===== config.mk =====
export PLATFORM = sky130hd
export DESIGN_NAME = reset_sequencer
export DESIGN_NICKNAME = d
export VERILOG_FILES = /design/src/rtl/reset_seq_pkg.sv /design/src/rtl/sync_2ff.sv /design/src/rtl/reset_sequencer.sv
export SDC_FILE = /design/constraint.sdc
export NUM_CORES = 1
export LEC_CHECK = 0
export ABC_AREA = 1
export CORE_MARGIN = 2
export CORE_UTILIZATION = 51
export DETAILED_ROUTE_END_ITERATION = 12
export PLACE_DENSITY = 0.82
export SYNTH_ARGS = -nofsm -noshare
export SYNTH_HDL_FRONTEND = slang
export SYNTH_HIERARCHICAL = 1
export SYNTH_SLANG_ARGS = --single-unit

===== constraint.sdc =====
create_clock -name clk -period 1.7 [get_ports clk]
set_clock_uncertainty 0.1 [all_clocks]
set_input_delay 0.425 -clock clk [delete_from_list [all_inputs] [get_ports clk]]
set_output_delay 0.425 -clock clk [all_outputs]
set_load 0.02 [all_outputs]

===== src/rtl/reset_seq_pkg.sv =====
// Shared types and defaults for the staged reset sequencer.
package reset_seq_pkg;

  localparam int unsigned STAGE_W = 3;

  // 100 us guard gap and 500 ms ready watchdog at 10 MHz
  localparam int unsigned DEF_GAP_CYCLES     = 1000;
  localparam int unsigned DEF_TIMEOUT_CYCLES = 5000000;

  typedef logic [1:0] state_t;
  localparam state_t ST_HOLD = 2'd0;
  localparam state_t ST_GAP  = 2'd1;
  localparam state_t ST_WAIT = 2'd2;
  localparam state_t ST_RUN  = 2'd3;

  function automatic logic [STAGE_W-1:0] lowest_set(input logic [7:0] v);
    logic [STAGE_W-1:0] idx;
    idx = '0;
    for (int i = 7; i >= 0; i--) begin
      if (v[i]) idx = STAGE_W'(i);
    end
    return idx;
  endfunction

endpackage


===== src/rtl/sync_2ff.sv =====
// Two-flop synchronizer for one asynchronous level, clears to 0 on reset.
module sync_2ff (
  input  logic clk,
  input  logic rst_n,
  input  logic d,
  output logic q
);

  logic meta;

  always_ff @(posedge clk or negedge rst_n) begin
    if (!rst_n) begin
      meta <= 1'b0;
      q    <= 1'b0;
    end else begin
      meta <= d;
      q    <= meta;
    end
  end

endmodule


===== src/rtl/reset_sequencer.sv =====
// Staged reset controller: releases stages in order behind ready handshakes and guard gaps.
// Define RESET_SEQ_WATCHDOG_EN to build the ready-wait watchdog and sticky fault report.
module reset_sequencer
  import reset_seq_pkg::*;
#(
  parameter int unsigned NUM_STAGES       = 4,
  parameter int unsigned GAP_CYCLES       = DEF_GAP_CYCLES,
  parameter int unsigned TIMEOUT_CYCLES   = DEF_TIMEOUT_CYCLES,
  parameter int unsigned SW_RESTART_STAGE = 1
) (
  input  logic                  clk,
  input  logic                  reset,
  input  logic [NUM_STAGES-1:0] stage_ready,
  input  logic                  sw_reset_req,
  output logic [NUM_STAGES-1:0] stage_rst_n,
  output logic                  seq_done,
  output logic [STAGE_W-1:0]    stage_idx,
  output logic                  fault,
  output logic [STAGE_W-1:0]    fault_stage
);

  localparam int unsigned        GapW    = $clog2(GAP_CYCLES) + 1;
  localparam logic [GapW-1:0]    GapLast = GapW'(GAP_CYCLES);
  localparam logic [STAGE_W-1:0] LastIdx = STAGE_W'(NUM_STAGES - 1);
  localparam logic [STAGE_W-1:0] SwIdx   = STAGE_W'(SW_RESTART_STAGE);

  state_t                  state_q, state_d;
  logic [STAGE_W-1:0]      idx_q, idx_d;
  logic [GapW-1:0]         gap_q, gap_d;
  logic [NUM_STAGES-1:0]   rst_q, rst_d;
  logic                    done_q, done_d;
  logic [NUM_STAGES-1:0]   rdy_s, lost;
  logic [7:0]              lost_ext;
  logic                    rdy_cur, k_vld, s_vld, restart;
  logic [STAGE_W-1:0]      k_idx, r_idx;

  for (genvar i = 0; i < NUM_STAGES; i++) begin : g_sync
    sync_2ff u_sync (
      .clk   (clk),
      .rst_n (reset),
      .d     (stage_ready[i]),
      .q     (rdy_s[i])
    );
  end

  always_comb begin
    rdy_cur = 1'b0;
    lost    = '0;
    for (int i = 0; i < NUM_STAGES; i++) begin
      if (STAGE_W'(i) == idx_q) rdy_cur = rdy_s[i];
      // A drop only counts once the sequence has moved past that stage
      if ((state_q == ST_RUN || STAGE_W'(i) < idx_q) && !rdy_s[i]) lost[i] = 1'b1;
    end
    lost_ext                 = '0;
    lost_ext[NUM_STAGES-1:0] = lost;
    k_vld = |lost;
    k_idx = lowest_set(lost_ext);
    s_vld = sw_reset_req && (state_q != ST_HOLD) && !(state_q == ST_GAP && SwIdx > idx_q);
    r_idx = (k_vld && !(s_vld && SwIdx < k_idx)) ? k_idx : SwIdx;
    restart = k_vld || s_vld;
  end

`ifdef RESET_SEQ_WATCHDOG_EN
  localparam int unsigned     WdogW    = $clog2(TIMEOUT_CYCLES) + 1;
  localparam logic [WdogW-1:0] WdogLast = WdogW'(TIMEOUT_CYCLES - 1);

  logic [WdogW-1:0]   wdog_q, wdog_d;
  logic               fault_q, fault_d;
  logic [STAGE_W-1:0] fstage_q, fstage_d;
`endif

  always_comb begin
    state_d = state_q;
    idx_d   = idx_q;
    gap_d   = gap_q;
    rst_d   = rst_q;
    done_d  = done_q;
`ifdef RESET_SEQ_WATCHDOG_EN
    wdog_d   = '0;
    fault_d  = fault_q;
    fstage_d = fstage_q;
`endif
    if (restart) begin
      for (int i = 0; i < NUM_STAGES; i++) begin
        if (STAGE_W'(i) >= r_idx) rst_d[i] = 1'b0;
      end
      idx_d   = r_idx;
      done_d  = 1'b0;
      gap_d   = '0;
      state_d = ST_GAP;
    end else begin
      unique case (state_q)
        ST_HOLD: begin
          idx_d   = '0;
          gap_d   = '0;
          state_d = ST_GAP;
        end
        ST_GAP: begin
          if (gap_q == GapLast) begin
            for (int i = 0; i < NUM_STAGES; i++) begin
              if (STAGE_W'(i) == idx_q) rst_d[i] = 1'b1;
            end
            state_d = ST_WAIT;
          end else begin
            gap_d = gap_q + 1'b1;
          end
        end
        ST_WAIT: begin
          if (rdy_cur) begin
            if (idx_q == LastIdx) begin
              done_d  = 1'b1;
              state_d = ST_RUN;
            end else begin
              idx_d   = idx_q + 1'b1;
              gap_d   = '0;
              state_d = ST_GAP;
            end
          end
`ifdef RESET_SEQ_WATCHDOG_EN
          else if (wdog_q == WdogLast) begin
            fault_d  = 1'b1;
            fstage_d = idx_q;
            rst_d    = '0;
            idx_d    = '0;
            gap_d    = '0;
            state_d  = ST_GAP;
          end else begin
            wdog_d = wdog_q + 1'b1;
          end
`endif
        end
        ST_RUN: ;
        default: state_d = ST_HOLD;
      endcase
    end
  end

  always_ff @(posedge clk or negedge reset) begin
    if (!reset) begin
      state_q <= ST_HOLD;
      idx_q   <= '0;
      gap_q   <= '0;
      rst_q   <= '0;
      done_q  <= 1'b0;
    end else begin
      state_q <= state_d;
      idx_q   <= idx_d;
      gap_q   <= gap_d;
      rst_q   <= rst_d;
      done_q  <= done_d;
    end
  end

`ifdef RESET_SEQ_WATCHDOG_EN
  always_ff @(posedge clk or negedge reset) begin
    if (!reset) begin
      wdog_q   <= '0;
      fault_q  <= 1'b0;
      fstage_q <= '0;
    end else begin
      wdog_q   <= wdog_d;
      fault_q  <= fault_d;
      fstage_q <= fstage_d;
    end
  end

  assign fault       = fault_q;
  assign fault_stage = fstage_q;
`else
  assign fault       = 1'b0;
  assign fault_stage = '0;
`endif

  assign stage_rst_n = rst_q;
  assign seq_done    = done_q;
  assign stage_idx   = idx_q;

endmodule


Word level (Yosys, flattened, before mapping)
Index checks and enable logic that the tools add are counted.
Word-level totals
  flip-flop bits (word level): 29
  bits in latches: 0
  RAM bits: 0
  bits in read-only memories: 0
  input port bits: 7
  output and inout port bits: 12
  memories: 0
Cells by class
  $add $sub $neg: 2
  $mul: 0
  div/mod/pow operators: 0
  order comparisons: 10
  equal/unequal tests: 16
  shift-type cells: 0
  muxes and demuxes: 42
  bitwise operators: 0
  reduce and logical (&&, ||, !) cells: 43
Operators with widths (number)
  $mux W11: 4
  $pmux W11 S3: 1
  $mux W3: 7
  $mux W1: 20
  $reduce_and A4 Y1: 5
  $reduce_bool A2 Y1: 10
  $mux W4: 3
  $add A11 B1 Y11 const B: 1
  $eq A11 B10 Y1 const B: 1
  $mux W2: 5
  $logic_and A1 B1 Y1: 9
  $lt A1 B3 Y1 const A: 3
  $ne A3 B3 Y1 const B: 3
  $reduce_and A3 Y1: 3
  $ne A2 B1 Y1 const B: 4
  $eq A2 B3 Y1 const A: 2
  $ge A1 B3 Y1 const A: 2
  $ge A2 B3 Y1 const A: 2
  $logic_not A1 Y1: 6
  $lt A2 B3 Y1 const A: 2
  $pmux W2 S3: 1
  $pmux W3 S2: 1
  $logic_or A1 B1 Y1: 5
  $eq A2 B2 Y1 const B: 2
  other kinds (11): 11

Longest topological paths before layout
  word-level depth: 16
  gate-level depth with buffers: 13

Cells and area by module
The synthesis kept the hierarchy.
Modules (own cells, without submodules)
  reset_sequencer: times used 1, cells an instance 250, area each 1750.4 um^2, seq. area each 525.5 um^2
  sync_2ff: times used 4, cells an instance 2, area each 50.0 um^2, seq. area each 50.0 um^2

Worst setup path before layout
OpenSTA, ideal clock, no wires.
  path type: register to register
  start point: register idx_q[0], in the netlist stage_idx[0]
  end point: register gap_q[8]
  library setup time: 0.116 ns
  arrival time: 1.636 ns
  required time: 1.484 ns
  setup slack: -0.153 ns
  stages on the path, launching flop included: 13
  path buffers: 1
  clock period less this slack: 1.853 ns
  cell sequence: dfrtp_1 -> inv_2 -> ha_1 -> nand3_1 -> nand2_1 -> nand3_1 -> nand3_1 -> nand2_2 -> o21ai_4 -> nand2_4 -> buf_12 -> nand2_2 -> nand2_1
On the way
  word-level cells in the longest chain between the ends: 8
  elaborated cells between the ends (all ways): 37
  those cells by class: 5 x order compare; 7 x eq/ne; 9 x mux; 16 x reduce/logical
Ends and longest elaborated chain
  start: declaration: line reset_sequencer.sv:28  | logic [STAGE_W-1:0] idx_q, idx_d;
  start signal: assignment: line reset_sequencer.sv:147  | idx_q <= idx_d;
  $lt A1 B3 Y1 or $lt A2 B3 Y1 (tied branches): line reset_sequencer.sv:52  | if ((state_q == ST_RUN || STAGE_W'(i) < idx_q) && !rdy_s[i]) lost[i] = 1'b1;
  $logic_or A1 B1 Y1: line reset_sequencer.sv:52
  $logic_and A1 B1 Y1: line reset_sequencer.sv:52
  $mux W1: line reset_sequencer.sv:52
  $reduce_or A4 Y1: line reset_sequencer.sv:56  | k_vld = |lost;
  $logic_or A1 B1 Y1: line reset_sequencer.sv:60  | restart = k_vld || s_vld;
  $ne A3 B3 Y1 (no source line) or $reduce_bool A4 Y1 (tied branches)
  $reduce_and A4 Y1 (no source line)
  end signal: assignment: line reset_sequencer.sv:148  | gap_q <= gap_d;
  end: declaration: line reset_sequencer.sv:29  | logic [GapW-1:0] gap_q, gap_d;
Several ways; a longest one is shown, not always the timed one.
A chain may end at the register's enable or synchronous reset.

Worst setup path after layout
  start point: register gap_q[0]
  end point: register gap_q[10]
On the way
  word-level cells in the longest chain between the ends: 4
  elaborated cells between the ends (all ways): 7
  those cells by class: 1 x add/sub; 2 x eq/ne; 3 x mux; 1 x reduce/logical
Ends and longest elaborated chain
  $add A11 B1 Y11: line reset_sequencer.sv:105  | gap_d = gap_q + 1'b1;
  $mux W11: line reset_sequencer.sv:99  | if (gap_q == GapLast) begin
  $pmux W11 S3: line reset_sequencer.sv:92  | unique case (state_q)
  $mux W11: line reset_sequencer.sv:83  | if (restart) begin
Several ways; a longest one is shown, not always the timed one. The select of a mux whose other input is x is not followed.

==> out/summary.md <==
The flow ran to the end, but the final reports show violations. The final reports fail on setup timing. The cell row count was 22. CTS root buffer: clkbuf_8. The tools report the number of remaining DRC errors as 0. For this block, the routed nets add up to 7261 µm of wire. The count of pins over their slew limit came out at 0. Net switching is 23.41% of the power.

The run gives -0.3623 ns as the setup slack after layout. Setup repair after global routing could not meet its margin everywhere. 0 antenna diodes ended up in the layout.

The via count of the first global-routing pass was 2,034; the sequential element share of the synthesized area was 37.20%. The most critical setup path has its startpoint at gap_q[0]. The top cell type's share of synthesized area is 37.20%, and the register cell area after layout is 732.0 µm². The analysis attributes to net switching a power of 309.4 µW. From synthesis to final layout, the design area changed by 49.97%. For this run, the top clock speed supported by timing is 484.9 MHz. The detailed placement HPWL came out at 3449 µm. The critical path ends at gap_q[10]. At the end of routability-driven placement, the weighted congestion stood at 0.8822. The min-delay analysis places its worst path in the category reg -> reg.

In the final routing, the length of wire on met1 measures 2665 µm. The largest fanout of any net on the critical path is 6. Yosys attributes the largest share of cell area to dfrtp_1, nand2_1, nand3_1. Once detail routing completed, the nets flagged for antenna violations numbered 0.

For this run, the total global-route usage over all layers was measured as 30.45%. The run gives 2,283 as the via total after detailed routing. The most instantiated library cell after synthesis was nand2_1.

The count of state elements after synthesis works out to 29. In this run the tool buffered the top-level ports with 14 buffer cells. The die is 65.85 µm tall.

The type of the worst setup path was reg -> reg. Number of antenna violations at the first check in global routing: 0. Sequential cells account for 53.3% of the total power. The final critical path takes up 121.3% of the cycle.

The biggest area contributor in the post-synthesis netlist is dfrtp_1. The kind of end point of the critical path is a register. Signal routing reaches up to met4.

CTS built an H-tree with a depth of 2. By count the netlist is led by nand2_1, nand3_1, dfrtp_1, inv_1, nor2_1. The later-pin clock latency in the skew report was 0.29 ns; the non-filler instance count after layout was 376. The tools report the origin of the critical flop-to-flop path as gap_q[0]. Counting stages on the worst path, the most repeated cell is nand2_1. Measured in cells, the most critical reg-to-reg path has a length of 12. In this run the static leakage power is 0.001533 µW. The layout has 207 filler cells. The tools report the TritonCTS sink count as 29. The post-route netlist has 45.12% of its cells at a drive strength greater than 1. For this run, the leading register cell type out of synthesis is dfrtp_1. The number of primary I/O pins is 19, and the area used by multi-input combinational logic is 0.001306 mm². The number of distinct library cells after synthesis is 29, and the required time of the critical path is 1.77 ns. After synthesis the cells add up to 0.001951 mm². The number of placed instances, taps included, is 347. The count of final setup violators is 21. The largest stage delay on the critical path is 0.44 ns, and the clock share of power is 42.3%.

The per-cell routed wire length is 19.31 µm. The tools report the maximum count of clock buffers along a single path as 2. Summed over all nets, wire length on met2 after detailed routing comes to 3528 µm. Power spread over the standard cell area amounts to 451.8 mW/mm². Buffers inserted to repair hold after CTS numbered 0.

Cell internal power was estimated by the tool at 1012 µW. The run gives 343 as the final net count. The cell with the largest stage delay on the worst path was dfrtp_1. The logs give 2.13 ns for the data arrival time of the worst path and 6 for the number of warnings issued by yosys.

The routed wire length on met3 came out at 654 µm. The detailed router finished its first iteration with 435 violations. After synthesis, the mean cell area works out to 7.561 µm². The critical path goes through inv_1, ha_1, nand2_1, nor2_1, nand2_1, nor2_2, nand4_1, nand2_1, inv_2, buf_4, nand3_2, nand2_1.

The setup slack of the most critical reg-to-reg path is -0.36 ns. The shortest clock period the worst path allows after layout came out at 2.062 ns. TritonCTS built the clock tree. The number of buffers added by the clock tree synthesis step is 5.

STA classifies the critical path startpoint as a register. The logs give 258 for the instance count of the mapped netlist and 9791 µm for the first-pass GRT wire length. The worst IR drop on VDD is 435.6 µV. The tools report the starting utilization of the core area as 53.28%.

Destination of the worst register-to-register timing path: gap_q[10]. Max-cap violations in this run came to 0. The via density per instance was 6.072; the combinational cell fraction of total power was 4.4%. The die boundary width was 65.85 µm. The die covers 0.004336 mm².

The hold violation count in the final report is 0, and the sum of negative setup slack is -5.715 ns. The total iterations of the first detailed-routing run was 5; the count of flip-flops with a built-in enable after synthesis was 0. The residual overflow from global routing is 0, and the clock transition at the register clock pins on the worst setup and hold paths after CTS is 0.07 ns. The share of synthesized registers carrying an async set or reset was 100.0%; the pin count of the biggest net entering global routing was 30.

The floorplan step defined a core boundary enclosing 0.003661 mm².
## placed cells by master, fill, tap and decap left out, drive strengths merged
cell type / netlist / layout
nand2: 80 / 81
clkdlybuf4s15: 0 / 1
clkdlybuf4s50: 0 / 6
dlygate4sd2: 0 / 5
a21oi: 3 / 3
nand4: 5 / 5
nand3b: 4 / 4
nor4: 1 / 1
ha: 9 / 9
o21ai: 12 / 12
nor2: 25 / 25
nand3: 36 / 36
clkbuf: 1 / 9
o22ai: 1 / 1
or2: 3 / 3
inv: 34 / 34
xor2: 2 / 2
buf: 8 / 54
nor3: 4 / 4
conb: 1 / 4
dfrtp: 29 / 29
## kinds of logic after synthesis
family,synth area share (%)
DFF,37.20
buffers and inverters,10.20
other,0.1922
and+or+nand+nor,40.99
adders and majority gates,5.773
xor gates and xnor gates,0.8982
AOI/OAI and AO/OA,4.747
## state kept, by name (all words and copies together) (netlist names)
name	flops
gap_q	11
g_sync.u_sync/meta	4
g_sync.u_sync/q	4
state_q	2
seq_done	1
stage_rst_n	4
stage_idx	3
## how the worst min path moves through the flow
stage                                      from                    end  cells after the start
after floorplan                           reset  g_sync[0].u_sync/meta                      0
after global placement    g_sync[2].u_sync/meta     g_sync[2].u_sync/q                      0
after detailed placement  g_sync[1].u_sync/meta     g_sync[1].u_sync/q                      0
after CTS                 g_sync[1].u_sync/meta     g_sync[1].u_sync/q                      0
after global routing      g_sync[3].u_sync/meta     g_sync[3].u_sync/q                      0
final                     g_sync[1].u_sync/meta     g_sync[1].u_sync/q                      0
## stage by stage
stage | utilization (%) | setup WS (ns) | cell area (µm²) | hold WS, ns | total power (µW)
2_1_floorplan | - | -0.09512 | 2003 | 0.02941 | 738.3
3_3_place_gp | 65.35 | -0.3388 | 2392 | 0.2331 | 767.8
3_5_place_dp | 65.35 | -0.4089 | 2392 | 0.2347 | 769.3
4_1_cts | 74.23 | -0.2024 | 2718 | 0.2477 | 1320
5_1_grt | 79.90 | -0.4504 | 2925 | 0.2634 | 1352
6_report | 79.90 | -0.3623 | 2925 | 0.2497 | 1322
## per-layer routing
| metal | up-vias | track usage [%] |
|---|---|---|
| met5 | - | 0 |
| met1 | 1090 | 36.86 |
| met4 | 0 | 11.98 |
| li1 | 946 | - |
| met3 | 50 | 6.133 |
| met2 | 197 | 52.78 |
## final cells by class
type | instances | area share, %
Multi-Input combinational cell | 190 | 44.65
Sequential cell | 29 | 25.02
Timing Repair Buffer | 67 | 20.83
Inverter | 34 | 4.705
Clock buffer | 8 | 2.737
Tap cell | 48 | 2.053
## power groups by stage
stage                     clock network, µW  registers, µW  logic, µW
after global placement                    0            716       52.1
after CTS                               560            703       55.8
after detailed placement                  0            716       53.3
after floorplan                           0            715       23.4
after global routing                    584            705       63.9
final                                   559            704       58.6
## what timing repair did
| item | in CTS | in global routing |
|---|---|---|
| pin swaps | 15 | 16 |
| gates resized for setup | 55 | 39 |
| hold endpoints to repair | 0 | 0 |
| setup buffers | 11 | 11 |
| cloned | 1 | 0 |
| endpoints found under the setup margin | 29 | 24 |
## critical path, delay by kind of cell (launching register included)
kind	cells	cell delay, ns
buf+inv	3	0.38
simple gates	8	0.84
fa+ha+maj	1	0.17
flops	1	0.44
(Power assumes the default switching activity.)
